**config.mk**
```make
export PLATFORM = sky130hd
export DESIGN_NAME = alu_pipe
export DESIGN_NICKNAME = d
export VERILOG_FILES = /design/src/rtl/alu_pipe_pkg.sv /design/src/rtl/alu_core.sv /design/src/rtl/alu_pipe.sv
export SDC_FILE = /design/constraint.sdc
export NUM_CORES = 1
export LEC_CHECK = 0
export BUFFER_PORTS_ARGS = -buffer_cell sky130_fd_sc_hd__clkbuf_2
export CORE_AREA = 2 2 64 66
export CTS_BUF_LIST = sky130_fd_sc_hd__clkbuf_16
export DETAILED_ROUTE_END_ITERATION = 16
export DIE_AREA = 0 0 66 68
export GPL_TIMING_DRIVEN = 0
export PLACE_DENSITY_LB_ADDON = 0.15
export SLEW_MARGIN = 20
export SYNTH_ARGS = -nofsm -noshare
export SYNTH_HDL_FRONTEND = slang
export SYNTH_HIERARCHICAL = 1
export SYNTH_SLANG_ARGS = --single-unit
```
**constraint.sdc**
```tcl
create_clock -name CLK -period 4.05 [get_ports CLK]
set_clock_uncertainty 0.1 [all_clocks]
set_input_delay 0.405 -clock CLK [delete_from_list [all_inputs] [get_ports CLK]]
set_output_delay 0.405 -clock CLK [all_outputs]
set_load 0.05 [all_outputs]
```
**src/rtl/alu_pipe_pkg.sv**
```systemverilog
// Shared definitions for the alu_pipe block: opcode mnemonics, opcode constants and flag bundle.
package alu_pipe_pkg;

    typedef enum logic [2:0] {
        ADD = 3'd0,
        RSH = 3'd1,
        XOR = 3'd2,
        AND = 3'd3,
        CLR = 3'd4,
        CMP = 3'd5,
        BRE = 3'd6,
        MOV = 3'd7
    } op_mne;

    localparam logic [2:0] OPC_ADD = 3'd0;
    localparam logic [2:0] OPC_RSH = 3'd1;
    localparam logic [2:0] OPC_XOR = 3'd2;
    localparam logic [2:0] OPC_AND = 3'd3;
    localparam logic [2:0] OPC_CLR = 3'd4;
    localparam logic [2:0] OPC_CMP = 3'd5;
    localparam logic [2:0] OPC_BRE = 3'd6;
    localparam logic [2:0] OPC_MOV = 3'd7;

    typedef struct packed {
        logic carry;
        logic zero;
        logic lt;
    } flags_t;

endpackage

```
**src/rtl/alu_core.sv**
```systemverilog
// Combinational ALU datapath: result, next flag values and branch decision.
// Define ALU_PIPE_SIGNED_CMP_EN to make CMP's lt a signed comparison.
module alu_core
    import alu_pipe_pkg::*;
#(
    parameter int unsigned W   = 8,
    parameter int unsigned SHW = $clog2(W)
) (
    input  op_mne          i_op,
    input  logic [W-1:0]   i_a,
    input  logic [W-1:0]   i_b,
    input  flags_t         i_flags,
    output logic [W-1:0]   o_result,
    output flags_t         o_flags,
    output logic           o_taken
);

    logic [W:0]   w_sum;
    logic         w_lt;
    logic [W-1:0] w_rsh;

    assign w_sum = {1'b0, i_a} + {1'b0, i_b};

`ifdef ALU_PIPE_SIGNED_CMP_EN
    assign w_lt = $signed(i_a) < $signed(i_b);
`else
    assign w_lt = i_a < i_b;
`endif

    // Shift amounts of W or more flush every bit out.
    assign w_rsh = (i_b >= W'(W)) ? '0 : (i_a >> i_b[SHW-1:0]);

    always_comb begin
        o_result = '0;
        o_flags  = i_flags;
        o_taken  = 1'b0;
        case (i_op)
            ADD: begin
                o_result      = w_sum[W-1:0];
                o_flags.carry = w_sum[W];
                o_flags.zero  = (w_sum[W-1:0] == '0);
            end
            RSH: o_result = w_rsh;
            XOR: o_result = i_a ^ i_b;
            AND: o_result = i_a & i_b;
            CLR: o_flags  = '0;
            CMP: begin
                o_result     = i_a;
                o_flags.zero = (i_a == i_b);
                o_flags.lt   = w_lt;
            end
            BRE: o_taken  = i_flags.zero;
            MOV: o_result = i_b;
            default: o_result = '0;
        endcase
    end

endmodule

```
**src/rtl/alu_pipe.sv**
```systemverilog
// Single-stage ALU with valid/ready handshake; owns result, branch and flag registers.
// Optional build macro: ALU_PIPE_SIGNED_CMP_EN (signed CMP less-than, handled in alu_core).
module alu_pipe
    import alu_pipe_pkg::*;
#(
    parameter int unsigned W = 8
) (
    input  logic         CLK,
    input  logic         Reset,
    input  logic         in_valid,
    output logic         in_ready,
    input  op_mne        in_op,
    input  logic [W-1:0] in_a,
    input  logic [W-1:0] in_b,
    output logic         out_valid,
    input  logic         out_ready,
    output logic [W-1:0] out_result,
    output logic         out_carry,
    output logic         out_zero,
    output logic         out_lt,
    output logic         out_taken
);

    localparam int unsigned SHW = $clog2(W);

    logic         r_valid;
    logic [W-1:0] r_result;
    logic         r_taken;
    flags_t       r_flags;

    logic         w_accept;
    logic [W-1:0] w_result;
    logic         w_taken;
    flags_t       w_flags;

    alu_core #(
        .W   (W),
        .SHW (SHW)
    ) u_core (
        .i_op     (in_op),
        .i_a      (in_a),
        .i_b      (in_b),
        .i_flags  (r_flags),
        .o_result (w_result),
        .o_flags  (w_flags),
        .o_taken  (w_taken)
    );

    assign in_ready = !r_valid || out_ready;
    assign w_accept = in_valid && in_ready;

    // A new accept takes priority over a consume so back-to-back results stream without a bubble.
    always_ff @(posedge CLK) begin
        if (Reset) begin
            r_valid  <= 1'b0;
            r_result <= '0;
            r_taken  <= 1'b0;
            r_flags  <= '0;
        end else if (w_accept) begin
            r_valid  <= 1'b1;
            r_result <= w_result;
            r_taken  <= w_taken;
            r_flags  <= w_flags;
        end else if (r_valid && out_ready) begin
            r_valid  <= 1'b0;
        end
    end

    assign out_valid  = r_valid;
    assign out_result = r_result;
    assign out_taken  = r_taken;
    assign out_carry  = r_flags.carry;
    assign out_zero   = r_flags.zero;
    assign out_lt     = r_flags.lt;

endmodule
```
# --- Yosys cells after proc, flatten, opt, wreduce, memory -nomap -nowiden ---
# Cells that the tools add are included.
classes:
  n_reduce_logical: 13
  n_mux: 8
  n_addsub: 1
  shifts: 1
  n_eq_ne: 8
  n_bitwise: 2
  n_lt_le_gt_ge: 2
ops:
  columns: ["op", "n"]
  rows:
  - ["one-hot mux 8 bit (6 select lines)", 1]
  - ["== test 3 bit, second input constant", 4]
  - ["adder 8 x 8 -> 9 bit", 1]
  - ["bitwise AND 8 bit", 1]
  - ["== test 8 bit", 1]
  - [">= comparator 8 x 4 -> 1 bit, second input constant", 1]
  - ["logical NOT 8 bit", 1]
  - ["less-than comparator 8 bit", 1]
  - ["two-way mux 8 bit", 1]
  - [">> shifter 8 x 3 -> 8 bit", 1]
  - ["bitwise XOR 8 bit", 1]
  - ["== test 3 x 2 -> 1 bit, second input constant", 2]
  - ["AND reduction 2 bit", 3]
  - ["nonzero test 2 bit", 3]
  - ["one-hot mux 1 bit (2 select lines)", 2]
  - ["== test 3 x 1 -> 1 bit, second input constant", 1]
  - ["logical NOT 3 bit", 1]
  - ["two-way mux 1 bit", 3]
  - ["one-hot mux 1 bit (3 select lines)", 1]
  - ["nonzero test 3 bit", 1]
  - ["logical AND 1 bit", 2]
  - ["logical NOT 1 bit", 1]
  - ["logical OR 1 bit", 1]
word_totals:
  word_cells: 41
  ff_bits: 13

# --- Logic depth before layout (Yosys ltp) ---
depth:
  depth_word: 4
  depth_mapped: 11

# --- Cells and area by module ---
# Netlist, hierarchy kept.
modules_own_cells:
  columns: ["module", "cells_each", "n_inst", "area_each_um2"]
  rows:
  - ["alu_core", 166, 1, 1218.7]
  - ["alu_pipe", 59, 1, 598.1]

# --- Least setup slack after synthesis ---
# No wires, ideal clock.
synth_timing:
  kind: "in2reg"
  start: "input port in_b[1]"
  end: "register r_flags (netlist bit out_zero)"
  cell_stages: 11
  t_arrival_ps: 2042
  setup_slack_ps: 1767
  required_ps: 3809
  cell_sequence: "buf_2 > inv_1 > ha_1 > nor2b_1 > o311ai_1 > a21o_1 > and2b_1 > xnor2_1 > a41o_1 > nand3_1 > a21oi_1"
synth_lines:
  columns: ["element", "line", "text"]
  rows:
  - ["from (decl)", "alu_pipe.sv:14", "input logic [W-1:0] in_b,"]
  - ["to (signal assigned)", "alu_pipe.sv:63", "r_flags <= w_flags;"]
  - ["to (decl)", "alu_pipe.sv:29", "flags_t r_flags;"]

==> impl_metrics.tcl <==
set metrics [dict create \
    drv_cap 0 \
    route.detailed.wl_per_inst_um 16.1 \
    startpoint "in_b[1]" \
    synthAdderAreaFrac_pct 12.1 \
    synth_area_leaders "dfxtp_1 (14%), ha_1 (11%), a21oi_1 (4.4%)" \
    setup_violations 0 \
    fin_tns_setup_ns 0 \
    io_buffers 34 \
    drive_gt1_share_pct 28.5 \
    crit_chain "clkbuf_2, buf_2, inv_1, ha_1, nor2b_1, o311ai_1, a21o_1, a21oi_1, xor2_1, a41o_1, nand3_1, a21oi_1" \
    ir_drop_mv 0.201 \
    clk_root_buffer_cell "clkbuf_16" \
    fin_crit_sh_pct 61.2 \
    finalWeightedCongestion 0.956 \
    crit_required_ns 4.12 \
    yosys_warnings 6 \
    vias 1818 \
    arrival_ns 2.55 \
    grt_pass1_vias 1612 \
    post-synth-top-count-cell "inv_1" \
    finalHoldViolCount 0 \
    p_per_area_nw_per_um2 253 \
    h-tree-depth 1 \
    drt-initial-drc-count 116 \
    rsz0062_at_grt "no" \
    synth_area_per_cell_sq_um 8.07 \
    yosysTopAreaCell "dfxtp_1" \
    fin_util_pct 55.2 \
    critPathCaptureType "flip-flop" \
    drc 0 \
    r2r_cells 6 \
    synth_top_area_share_pct 14.3 \
    viasPerCell 5.81 \
    ys_ff_latch 13 \
    cts_hold_buf 0 \
    overflow 0 \
    cp_num_buf_inv 3 \
    ctsResizeCount 0 \
    numClockSinks 13 \
    ys_seq_area_share_pct 14.3 \
    synthArstFlopShare_pct 0 \
    post-route-min-period_ns 2.48 \
    r2r_end "out_zero" \
    clk_path_buf_depth 2 \
    num-nets-final 304 \
    dp_hpwl_um 3940 \
    grt_max_degree 11 \
    path_common_cell "a21oi_1" \
    ys_top_cells_by_count "inv_1 (20), a21oi_1 (16), ha_1 (16), nand2_1 (16), nand3_1 (14)" \
    min_path_type "input port to flip-flop" \
    syn_inst 225 \
    ant_nets 0 \
    ys.flop_type "dfxtp_1" \
    io_pins 37 \
    worst_pin_slew_ns 0.595 \
    grt_pass1_wl_um 7950 \
    path_class "input port to flip-flop" \
    max_freq_mhz 403 \
    area_delta_synth_final_pct 17.1 \
    r2r-start "out_zero" \
    min-delay-start "Reset" \
    cpLargestDelayFamily "compound AO/OA/AOI/OAI gates" \
    power.leakage_nw 0.949 \
    rows 23 \
    die_x_um 66 \
    initial_core_util_pct 47.1 \
    synth_cell_type_count 53 \
    antenna_found_initial 0 \
    syn-num-nets 265 \
    clk_pin_slew_ns 0.05 \
    reg2reg_slack_ns 2.78 \
    start_kind "input port" \
    cp_slowest_stage_delay_ns 0.35 \
    cp_max_fo 10 \
    tritoncts "yes" \
    dr.pass1.iters 4 \
    cp_slowest_cell "ha_1" \
    synth_edf_count 0 \
    die-area_sq_um 4490 \
    synth-xor-area-share_pct 3.37 \
    antenna_cells 0 \
    slew_headroom_pct 60.3 \
    finalMaxSlewViolations 0 \
    grt_usage_pct 23.1 \
    post_cts_buffers 0 \
    coreArea_sq_um 3860 \
    synth_area_sq_um 1820 \
    numCtsBuffers 3 \
    hold_depth 2 \
    synth_top_family_by_area "compound AO/OA/AOI/OAI gates" \
    clk-insertion-delay-late_ns 0.24 \
    status "complete, no violations" \
    yosys-mux-area-fraction_pct 10.7 \
    synth-simple-area-share_pct 16.3 \
    routed_wl_um 5030 \
    min_to "out_result[2]" \
    die_h_um 68 \
    synth_compound_gate_area_share_pct 32.0 \
    cp.depth 12 \
]
## report_power, final
part,internal [mW],total [mW],switching (mW)
Combinational,0.0855,0.217,0.132
Sequential,0.134,0.137,0.00291
Clock,0.130,0.185,0.0546
Total,0.350,0.539,0.189
## per-stage QoR
step / power, mW / instances / hold slack [ns] / worst slack, ns / cell area [sq um]
finish: 0.539 / 313 / 0.264 / 1.57 / 2130
CTS: 0.540 / 313 / 0.264 / 1.60 / 2130
floorplan: 0.295 / 225 / 0.374 / 1.77 / 1820
detailed placement: 0.353 / 309 / 0.468 / 1.36 / 2050
global placement: 0.353 / 309 / 0.465 / 1.32 / 2050
global route: 0.566 / 313 / 0.280 / 1.38 / 2130
## metal layers
layer	track usage (%)	vias to the layer above	part of all wire, %
li1	-	909	-
met4	6.63	0	1.3
met5	0	-	0
met3	3.13	6	5.2
met2	36.4	63	46
met1	33.1	840	47
## cells in the final DEF (no fill, tap or decap), types with 2 or more instances in the layout
| cell | n |
|---|---|
| clkbuf_2 | 34 |
| inv_1 | 21 |
| a21oi_1 | 16 |
| nand2_1 | 16 |
| ha_1 | 16 |
| nand3_1 | 14 |
| dfxtp_1 | 13 |
| o21ai_0 | 11 |
| a21oi_2 | 7 |
| buf_2 | 6 |
| a21bo_1 | 6 |
| a21bo_2 | 6 |
| nor2_1 | 6 |
| mux2i_1 | 6 |
| nor3_1 | 6 |
| xnor2_1 | 6 |
| mux2_2 | 6 |
| o221ai_1 | 5 |
| buf_6 | 4 |
| clkbuf_16 | 3 |
| nand4_1 | 3 |
| mux4_2 | 3 |
| clkbuf_1 | 3 |
| nand2b_1 | 3 |
| a21o_1 | 3 |
| o21bai_1 | 3 |
| a22oi_1 | 3 |
| a31oi_1 | 2 |
| a32oi_1 | 2 |
| nor2b_1 | 2 |
| o31ai_1 | 2 |
| a211oi_1 | 2 |
| o32ai_1 | 2 |
## area by class of cell
| cell class | instances | area [sq um] |
|---|---|---|
| Clock inverter | 1 | 3.75 |
| Tap cell | 50 | 62.6 |
| Fill cell | 411 | 1730 |
| Timing Repair Buffer | 34 | 170 |
| Buffer | 17 | 126 |
| Clock buffer | 3 | 75.1 |
| Sequential cell | 13 | 260 |
| Inverter | 20 | 75.1 |
| Multi-Input combinational cell | 175 | 1360 |
## worst max path at each step
stage	end	slack [ns]
floorplan	out_zero	1.77
global placement	out_result[7]	1.32
detailed placement	out_zero	1.36
CTS	out_result[5]	1.60
global route	out_result[7]	1.38
finish	out_zero	1.57
## state kept, by name, summed over array words and instances, names as in the netlist
name	cells
out_result	8
out_lt	1
out_valid	1
out_zero	1
out_taken	1
out_carry	1
## logic make-up (layout without fill, tap and decap cells)
logic type	after synthesis	after routing
AO/OA/AOI/OAI	79	79
AND/OR/NAND/NOR	57	57
buffers and inverters	37	75
adder cells (fa/ha/maj)	17	17
multiplexers	15	15
flip-flops	13	13
XOR/XNOR	7	7
## worst reg2reg max path, stage by stage (launching register included)
cell and delay [ns]:
dfxtp_1 0.34, inv_1 0.07, o32ai_1 0.07, a22o_2 0.22, a41o_1 0.21, nand3_1 0.06
a21oi_1 0.06
(Power assumes the default switching activity.)
